[src/rtl/zoom_frame_sequencer.sv]
// zoom_frame_sequencer
//
// Walks one full destination frame in raster order and, for every destination pixel, either
// fetches source pixels from the ROM (copy, replicate, decimate or block average) or writes
// background zero. Runs are triggered by a rising edge of `enable` from the zoom controller;
// `done` pulses for one cycle after the last pixel has been written.
//
// Ports:
//   clk              system clock
//   reset            synchronous, active-high reset
//   enable           run request, held high for the whole run; dropping it aborts the run
//   zoom_level       0=0.25x 1=0.5x 2=1x 3=2x 4=4x (5..7 behave as 2), latched at start
//   algorithm_select 00/01 replicate, 10 decimate, 11 block average, latched at start
//   rom_addr         source read address (held outside ISSUE)
//   rom_data         source data, valid RD_LAT cycles after rom_addr
//   wr_addr          destination write address (dy*DST_W+dx)
//   wr_data          destination write data
//   wr_en            destination write strobe
//   busy             high in every state except IDLE
//   done             one-cycle completion pulse
module zoom_frame_sequencer #(
  parameter int unsigned SRC_W  = 160,
  parameter int unsigned SRC_H  = 120,
  parameter int unsigned DST_W  = 640,
  parameter int unsigned DST_H  = 480,
  parameter int unsigned DATA_W = 8,
  parameter int unsigned RD_LAT = 1,
  parameter int unsigned SRC_AW = 15,
  parameter int unsigned DST_AW = 19
) (
  input  logic              clk,
  input  logic              reset,
  input  logic              enable,
  input  logic [2:0]        zoom_level,
  input  logic [1:0]        algorithm_select,
  output logic [SRC_AW-1:0] rom_addr,
  input  logic [DATA_W-1:0] rom_data,
  output logic [DST_AW-1:0] wr_addr,
  output logic [DATA_W-1:0] wr_data,
  output logic              wr_en,
  output logic              busy,
  output logic              done
);

  localparam int unsigned XW   = $clog2(DST_W);
  localparam int unsigned YW   = $clog2(DST_H);
  localparam int unsigned AccW = DATA_W + 4;

  localparam logic [XW-1:0] XLast    = XW'(DST_W - 1);
  localparam logic [YW-1:0] YLast    = YW'(DST_H - 1);
  localparam logic [1:0]    WaitLast = 2'(RD_LAT - 1);

  typedef enum logic [2:0] {StIdle, StIssue, StWait, StWrite, StDone} state_e;
  typedef enum logic [1:0] {ModeCopy, ModeRep, ModeDec, ModeAvg} mode_e;

  state_e            state_q;
  mode_e             mode_q;
  logic [1:0]        k_q;
  logic              en_q;
  logic [XW-1:0]     dx_q;
  logic [YW-1:0]     dy_q;
  logic [DST_AW-1:0] pix_q;
  logic [4:0]        rd_q;
  logic [1:0]        wait_q;
  logic [AccW-1:0]   acc_q;

  // Source address of read `rd` for destination pixel (x, y).
  function automatic logic [SRC_AW-1:0] src_addr(input logic [31:0] x, input logic [31:0] y,
                                                 input logic [4:0] rd, input mode_e m,
                                                 input logic [1:0] k);
    logic [31:0] sx, sy, mask;
    mask = (32'd1 << k) - 32'd1;
    case (m)
      ModeRep: begin
        sx = x >> k;
        sy = y >> k;
      end
      ModeDec: begin
        sx = x << k;
        sy = y << k;
      end
      ModeAvg: begin
        // Block offsets walk the 2^k x 2^k block in row-major order.
        sx = (x << k) + (32'(rd) & mask);
        sy = (y << k) + (32'(rd) >> k);
      end
      default: begin
        sx = x;
        sy = y;
      end
    endcase
    return SRC_AW'(sy * SRC_W + sx);
  endfunction

  logic [2:0]        lvl;
  mode_e             start_mode;
  logic [1:0]        start_k;
  logic              start;
  logic [31:0]       img_w, img_h;
  logic              x_last, frame_last;
  logic [XW-1:0]     nx;
  logic [YW-1:0]     ny;
  logic              nxt_is_img;
  logic [4:0]        rd_last;
  logic [AccW-1:0]   acc_sum;
  logic [SRC_AW-1:0] nxt_addr, rd_addr;

  always_comb begin
    lvl        = (zoom_level > 3'd4) ? 3'd2 : zoom_level;
    start_mode = ModeCopy;
    start_k    = 2'd0;
    if (lvl > 3'd2) begin
      start_mode = ModeRep;
      start_k    = 2'(lvl - 3'd2);
    end else if (lvl < 3'd2) begin
      start_mode = (algorithm_select == 2'b11) ? ModeAvg : ModeDec;
      start_k    = 2'(3'd2 - lvl);
    end
    start = (state_q == StIdle) && enable && !en_q;

    img_w = SRC_W;
    img_h = SRC_H;
    case (mode_q)
      ModeRep: begin
        img_w = SRC_W << k_q;
        img_h = SRC_H << k_q;
      end
      ModeDec, ModeAvg: begin
        img_w = SRC_W >> k_q;
        img_h = SRC_H >> k_q;
      end
      default: ;
    endcase

    x_last     = (dx_q == XLast);
    frame_last = x_last && (dy_q == YLast);
    nx         = x_last ? '0 : dx_q + 1'b1;
    ny         = x_last ? dy_q + 1'b1 : dy_q;
    nxt_is_img = (32'(nx) < img_w) && (32'(ny) < img_h);

    rd_last  = (mode_q == ModeAvg) ? ((5'd1 << {k_q, 1'b0}) - 5'd1) : 5'd0;
    acc_sum  = acc_q + {4'b0000, rom_data};
    nxt_addr = src_addr(32'(nx), 32'(ny), 5'd0, mode_q, k_q);
    rd_addr  = src_addr(32'(dx_q), 32'(dy_q), rd_q + 5'd1, mode_q, k_q);
  end

  always_ff @(posedge clk) begin
    if (reset) begin
      state_q  <= StIdle;
      mode_q   <= ModeCopy;
      k_q      <= '0;
      en_q     <= 1'b0;
      dx_q     <= '0;
      dy_q     <= '0;
      pix_q    <= '0;
      rd_q     <= '0;
      wait_q   <= '0;
      acc_q    <= '0;
      rom_addr <= '0;
      wr_addr  <= '0;
      wr_data  <= '0;
      wr_en    <= 1'b0;
      busy     <= 1'b0;
      done     <= 1'b0;
    end else begin
      en_q <= enable;
      case (state_q)
        StIdle: begin
          if (start) begin
            mode_q   <= start_mode;
            k_q      <= start_k;
            dx_q     <= '0;
            dy_q     <= '0;
            pix_q    <= '0;
            rd_q     <= '0;
            wait_q   <= '0;
            acc_q    <= '0;
            // Pixel (0,0) is inside the image in every mode and always reads source (0,0).
            rom_addr <= '0;
            busy     <= 1'b1;
            state_q  <= StIssue;
          end
        end
        StIssue: begin
          if (!enable) begin
            state_q <= StIdle;
            busy    <= 1'b0;
          end else begin
            wait_q  <= '0;
            state_q <= StWait;
          end
        end
        StWait: begin
          if (!enable) begin
            state_q <= StIdle;
            busy    <= 1'b0;
          end else if (wait_q == WaitLast) begin
            acc_q <= acc_sum;
            if (rd_q == rd_last) begin
              wr_en   <= 1'b1;
              wr_addr <= pix_q;
              wr_data <= (mode_q == ModeAvg) ? DATA_W'(acc_sum >> {k_q, 1'b0}) : rom_data;
              state_q <= StWrite;
            end else begin
              rd_q     <= rd_q + 5'd1;
              rom_addr <= rd_addr;
              state_q  <= StIssue;
            end
          end else begin
            wait_q <= wait_q + 2'd1;
          end
        end
        StWrite: begin
          if (!enable) begin
            wr_en   <= 1'b0;
            busy    <= 1'b0;
            state_q <= StIdle;
          end else if (frame_last) begin
            wr_en   <= 1'b0;
            done    <= 1'b1;
            state_q <= StDone;
          end else begin
            dx_q  <= nx;
            dy_q  <= ny;
            pix_q <= pix_q + 1'b1;
            rd_q  <= '0;
            acc_q <= '0;
            if (nxt_is_img) begin
              wr_en    <= 1'b0;
              rom_addr <= nxt_addr;
              state_q  <= StIssue;
            end else begin
              // Background pixel: straight to another write of zero, no ROM access.
              wr_en   <= 1'b1;
              wr_addr <= pix_q + 1'b1;
              wr_data <= '0;
              state_q <= StWrite;
            end
          end
        end
        StDone: begin
          done    <= 1'b0;
          busy    <= 1'b0;
          state_q <= StIdle;
        end
        default: begin
          busy    <= 1'b0;
          wr_en   <= 1'b0;
          done    <= 1'b0;
          state_q <= StIdle;
        end
      endcase
    end
  end

endmodule

[config.mk]
export PLATFORM = sky130hd
export DESIGN_NAME = zoom_frame_sequencer
export DESIGN_NICKNAME = d
export VERILOG_FILES = /design/src/rtl/zoom_frame_sequencer.sv
export SDC_FILE = /design/constraint.sdc
export NUM_CORES = 1
export LEC_CHECK = 0
export ABC_AREA = 0
export CAP_MARGIN = 20
export CORE_MARGIN = 2
export CORE_UTILIZATION = 60
export DETAILED_ROUTE_END_ITERATION = 12
export PLACE_DENSITY = 0.8
export SKIP_LAST_GASP = 1
export SLEW_MARGIN = 20
export SYNTH_ARGS = -nofsm -noshare
export SYNTH_HDL_FRONTEND = slang
export SYNTH_SLANG_ARGS = --single-unit
[constraint.sdc]
create_clock -name clk -period 8.5 [get_ports clk]
set_input_delay 2.125 -clock clk [delete_from_list [all_inputs] [get_ports clk]]
set_output_delay 2.125 -clock clk [all_outputs]
set_load 0.03 [all_outputs]
==> flow_summary_export.csv <==
group,metric,value,unit
pwr,p_sw,0.386,mW
floorplan,die_w,138,um
pwr,sw_frac_of_total,0.323,
logic_synthesis,yosysUniqueCellTypes,82,
logic_synthesis,syn_inst,1491,
placed_design,io_buffers,60,
sta,max_freq,163,MHz
final_layout,num-fill-cells,1618,
critical_path,crit_slowest_cell,"mux2i_1",
logic_synthesis,seq_area_frac_synth,0.204,
final_layout,nNetsFinal,1575,
logic_synthesis,synth_edf_count,0,
sta,drv_slew,0,
pwr,pwr-share-clk,0.361,
clocking,cts_tree,"yes",
sta,relSlewSlack,0.314,
logic_synthesis,synthesis.area,10800,um2
logic_synthesis,synth_top_flop_cell,"dfxtp_1",
detailed_routing,routedWlPerCell,19.8,um
pwr,internal-power,0.808,mW
detailed_routing,num_vias,11300,
clocking,cts_buffers,9,
pwr,p_leak,4.48,nW
pwr,peakVddDrop,97.8,uV
final_layout,area.growth.synth_to_final,8.23,%
grt,grt_pass1_wl,54000,um
detailed_routing,routed_wl,33600,um
critical_path,cp_max_fo,17,
clocking,clk_root_buffer_cell,"clkbuf_16",
critical_path,crit_type,"flop to flop",
min_path,hold_class,"flop to flop",
floorplan,row_count,49,
clocking,ctsResizeCount,0,
final_layout,layout-drive-gt1-share,0.0482,
detailed_routing,first_iter_violations,1363,
pwr,combPwrFrac,0.194,
floorplan,initial_core_util,0.607,
sta,hold_violations,0,
critical_path,start_kind,"flop",
placed_design,dp_hpwl,23900,um
grt,grt_start_max_net_pins,63,
critical_path,worst_ep_arrival_time,6.41,ns
sta,period_minus_slack,6.12,ns
grt,grt-ovfl-total,0,
critical_path,required,8.78,ns
grt,grt_pass1_vias,10300,
floorplan,die_area,19100,um2
clocking,clk_pin_slew,0.08,ns
final_layout,final_util,0.657,
pwr,power_density,102,nW/um2
detailed_routing,viasPerCell,6.65,
logic_synthesis,avgSynthCellArea,7.24,um2
critical_path,end_kind,"flop",
logic_synthesis,yosys_warnings,0,
pwr,p_seq_frac,0.445,
critical_path,cpPeakStageDelay,0.63,ns
detailed_routing,drc,0,
final_layout,n_antenna_cell,0,
final_layout,fin_area,11700,um2
clocking,h-tree-depth,3,
flow_run,cap_violations,0,
clocking,clk_latency,0.37,ns
run_status,status,"complete, no violations",
clocking,cts.path.max_buffers,2,
sta,tns,0,ns
placed_design,place_area,11400,um2
clocking,cts_hold_buf,0,
grt,antenna_found_initial,0,
detailed_routing,dr.pass1.iters,6,
sta,setup_viol,0,
floorplan,io-pin-count,61,
floorplan,coreArea,17800,um2
logic_synthesis,synth_nets,1598,
logic_synthesis,synthArstFlopShare,0,
sta,skew,0.0126,ns
placed_design,place.gp.congestion,1.04,
logic_synthesis,ys_seq_elements,110,
critical_path,cp_cell_sequence,"ha_1 -> nand3_1 -> nor3_2 -> buf_4 -> mux2i_1 -> nand2_1 -> o211ai_1 -> o311ai_0 -> a22o_1 -> ha_1 -> ha_1 -> inv_1 -> fa_1 -> nor2b_1 -> o21ai_0 -> a21oi_1 -> nor2_1 -> ha_1 -> or3_1 -> o211ai_1 -> nand3_1 -> a211oi_2 -> nor2b_1 -> a311oi_2",
clocking,cts.sinks,110,
critical_path,critPathMostFrequentCell,"ha_1",
detailed_routing,drtAntennaViolNets,0,
sta,rsz0062_at_grt,"false",
floorplan,die_h,138,um
sta,tightest_slew,1.03,ns
sta,period_share,0.720,
grt,grtUsageTotal,0.344,
clocking,cts_setup_buffers,0,
power by group through the flow:
stage | combinational [mW] | clock, mW | sequential (mW)
after floorplan | 0.146 | 0 | 0.551
after global routing | 0.250 | 0.453 | 0.532
after global placement | 0.223 | 0 | 0.543
after CTS | 0.227 | 0.437 | 0.531
final | 0.232 | 0.431 | 0.531
after detailed placement | 0.225 | 0 | 0.543
per-layer routing:
layer  GRT usage  part of all wire  vias to the layer above
met1       0.463              0.42                     5234
met3      0.0745             0.097                      125
met4       0.173             0.051                        0
met2       0.523              0.43                      623
met5           0                 0                        -
li1            -                 -                     5334
cells in the mapped netlist (all sizes together) (4+ instances only):
cell type | count | area [um2]
o22ai | 11 | 68.8
and3 | 27 | 169
o21ai | 91 | 455
or2 | 6 | 37.5
nand2 | 141 | 529
inv | 51 | 191
xor2 | 31 | 272
nor4 | 12 | 75.1
o311ai | 4 | 35.0
clkbuf | 92 | 345
xnor2 | 51 | 447
a311oi | 4 | 41.3
o31ai | 5 | 37.5
dfxtp | 110 | 2200
o221ai | 10 | 87.6
or3 | 11 | 68.8
o211ai | 15 | 113
o2111ai | 4 | 35.0
a31oi | 10 | 62.6
o2bb2ai | 4 | 35.0
nor3b | 8 | 65.1
nand3 | 45 | 225
nor2 | 190 | 713
a22o | 10 | 87.6
and2 | 14 | 87.6
a21boi | 5 | 37.5
a21o | 17 | 128
nand3b | 13 | 97.6
ha | 84 | 1050
nor3 | 36 | 196
a22oi | 26 | 195
a211oi | 43 | 328
buf | 23 | 103
nand4 | 5 | 31.3
o21bai | 10 | 75.1
o32ai | 5 | 43.8
mux2i | 27 | 270
fa | 7 | 140
nor2b | 19 | 119
a21oi | 142 | 714
o21a | 8 | 60.1
mux4 | 13 | 293
nand2b | 12 | 75.1
state kept, by name, summed over array words and instances, names as in the netlist:
signal	count
acc_q	12
wr_data	8
rd_q	5
busy	1
state_q	3
k_q	2
rom_addr	15
wr_en	1
dy_q	9
wr_addr	19
dx_q	10
pix_q	19
wait_q	2
en_q	1
mode_q	2
done	1
cells by family (layout without fill, tap and decap cells):
group | Yosys count | count (layout) | share of synthesized area
muxes | 42 | 42 | 0.0542
and+or+nand+nor | 547 | 547 | 0.238
AOI/OAI and AO/OA | 450 | 450 | 0.267
xor gates and xnor gates | 82 | 82 | 0.0665
adders and majority gates | 91 | 91 | 0.110
DFF | 110 | 110 | 0.204
buffers and inverters | 168 | 150 | 0.0599
other | 1 | 1 | 0.000347
layout by cell type (no fill, tap or decap), types with 8 or more instances in the layout:
master	instances
nand2b_1	12
clkdlybuf4s50_1	59
xnor2_1	51
xor2_1	31
a21oi_1	141
mux4_2	13
a31oi_1	10
o22ai_1	11
o21ai_0	89
o211ai_1	15
inv_1	50
mux2i_1	27
o21bai_1	10
o21a_1	8
o221ai_1	10
and2_1	14
a22oi_1	26
clkbuf_16	9
and3_1	27
nand3_1	45
a22o_1	10
dfxtp_1	108
nor3_1	34
or3_1	11
a21o_1	17
nor4_1	12
nand2_1	141
a211oi_1	42
nor2_1	190
ha_1	84
nand3b_1	13
nor2b_1	19
buf_4	22
final timing paths:
kind / startpoint / endpoint / slack (ns) / cells after the start
max reg2reg: dx_q[0] / rom_addr[14] / 2.38 / 24
min: wr_data[7] / wr_data[7] / 0.46 / 2
min reg2reg: wr_data[7] / wr_data[7] / 0.46 / 2
max: dx_q[0] / rom_addr[14] / 2.38 / 24
critical path: cells and delay by family (launching register included):
kind	cells	cell delay, ns
muxes	1	0.63
and+or+nand+nor	8	1.47
DFF	1	0.57
AOI/OAI and AO/OA	8	1.59
adders and majority gates	5	1.45
buffers and inverters	2	0.32
final cells by class:
cell class	instances	area (um2)	share of cell area
repair buffers	81	756	0.0647
inverters	53	199	0.0170
well taps	229	287	0.0245
flip-flops and latches	110	2210	0.189
multi-input cells	1213	7950	0.680
clock inverters	7	63.8	0.00546
clock buffers	9	225	0.0193
through the flow:
step	instances	setup WS, ns	total power, mW	hold slack (ns)
2_1_floorplan	1491	2.22	0.697	0.436
3_3_place_gp	1686	2.61	0.766	0.434
3_5_place_dp	1686	2.53	0.768	0.445
4_1_cts	1702	2.48	1.19	0.464
5_1_grt	1702	1.91	1.24	0.487
6_report	1702	2.38	1.19	0.456
Power figures use the tool's default switching activity.
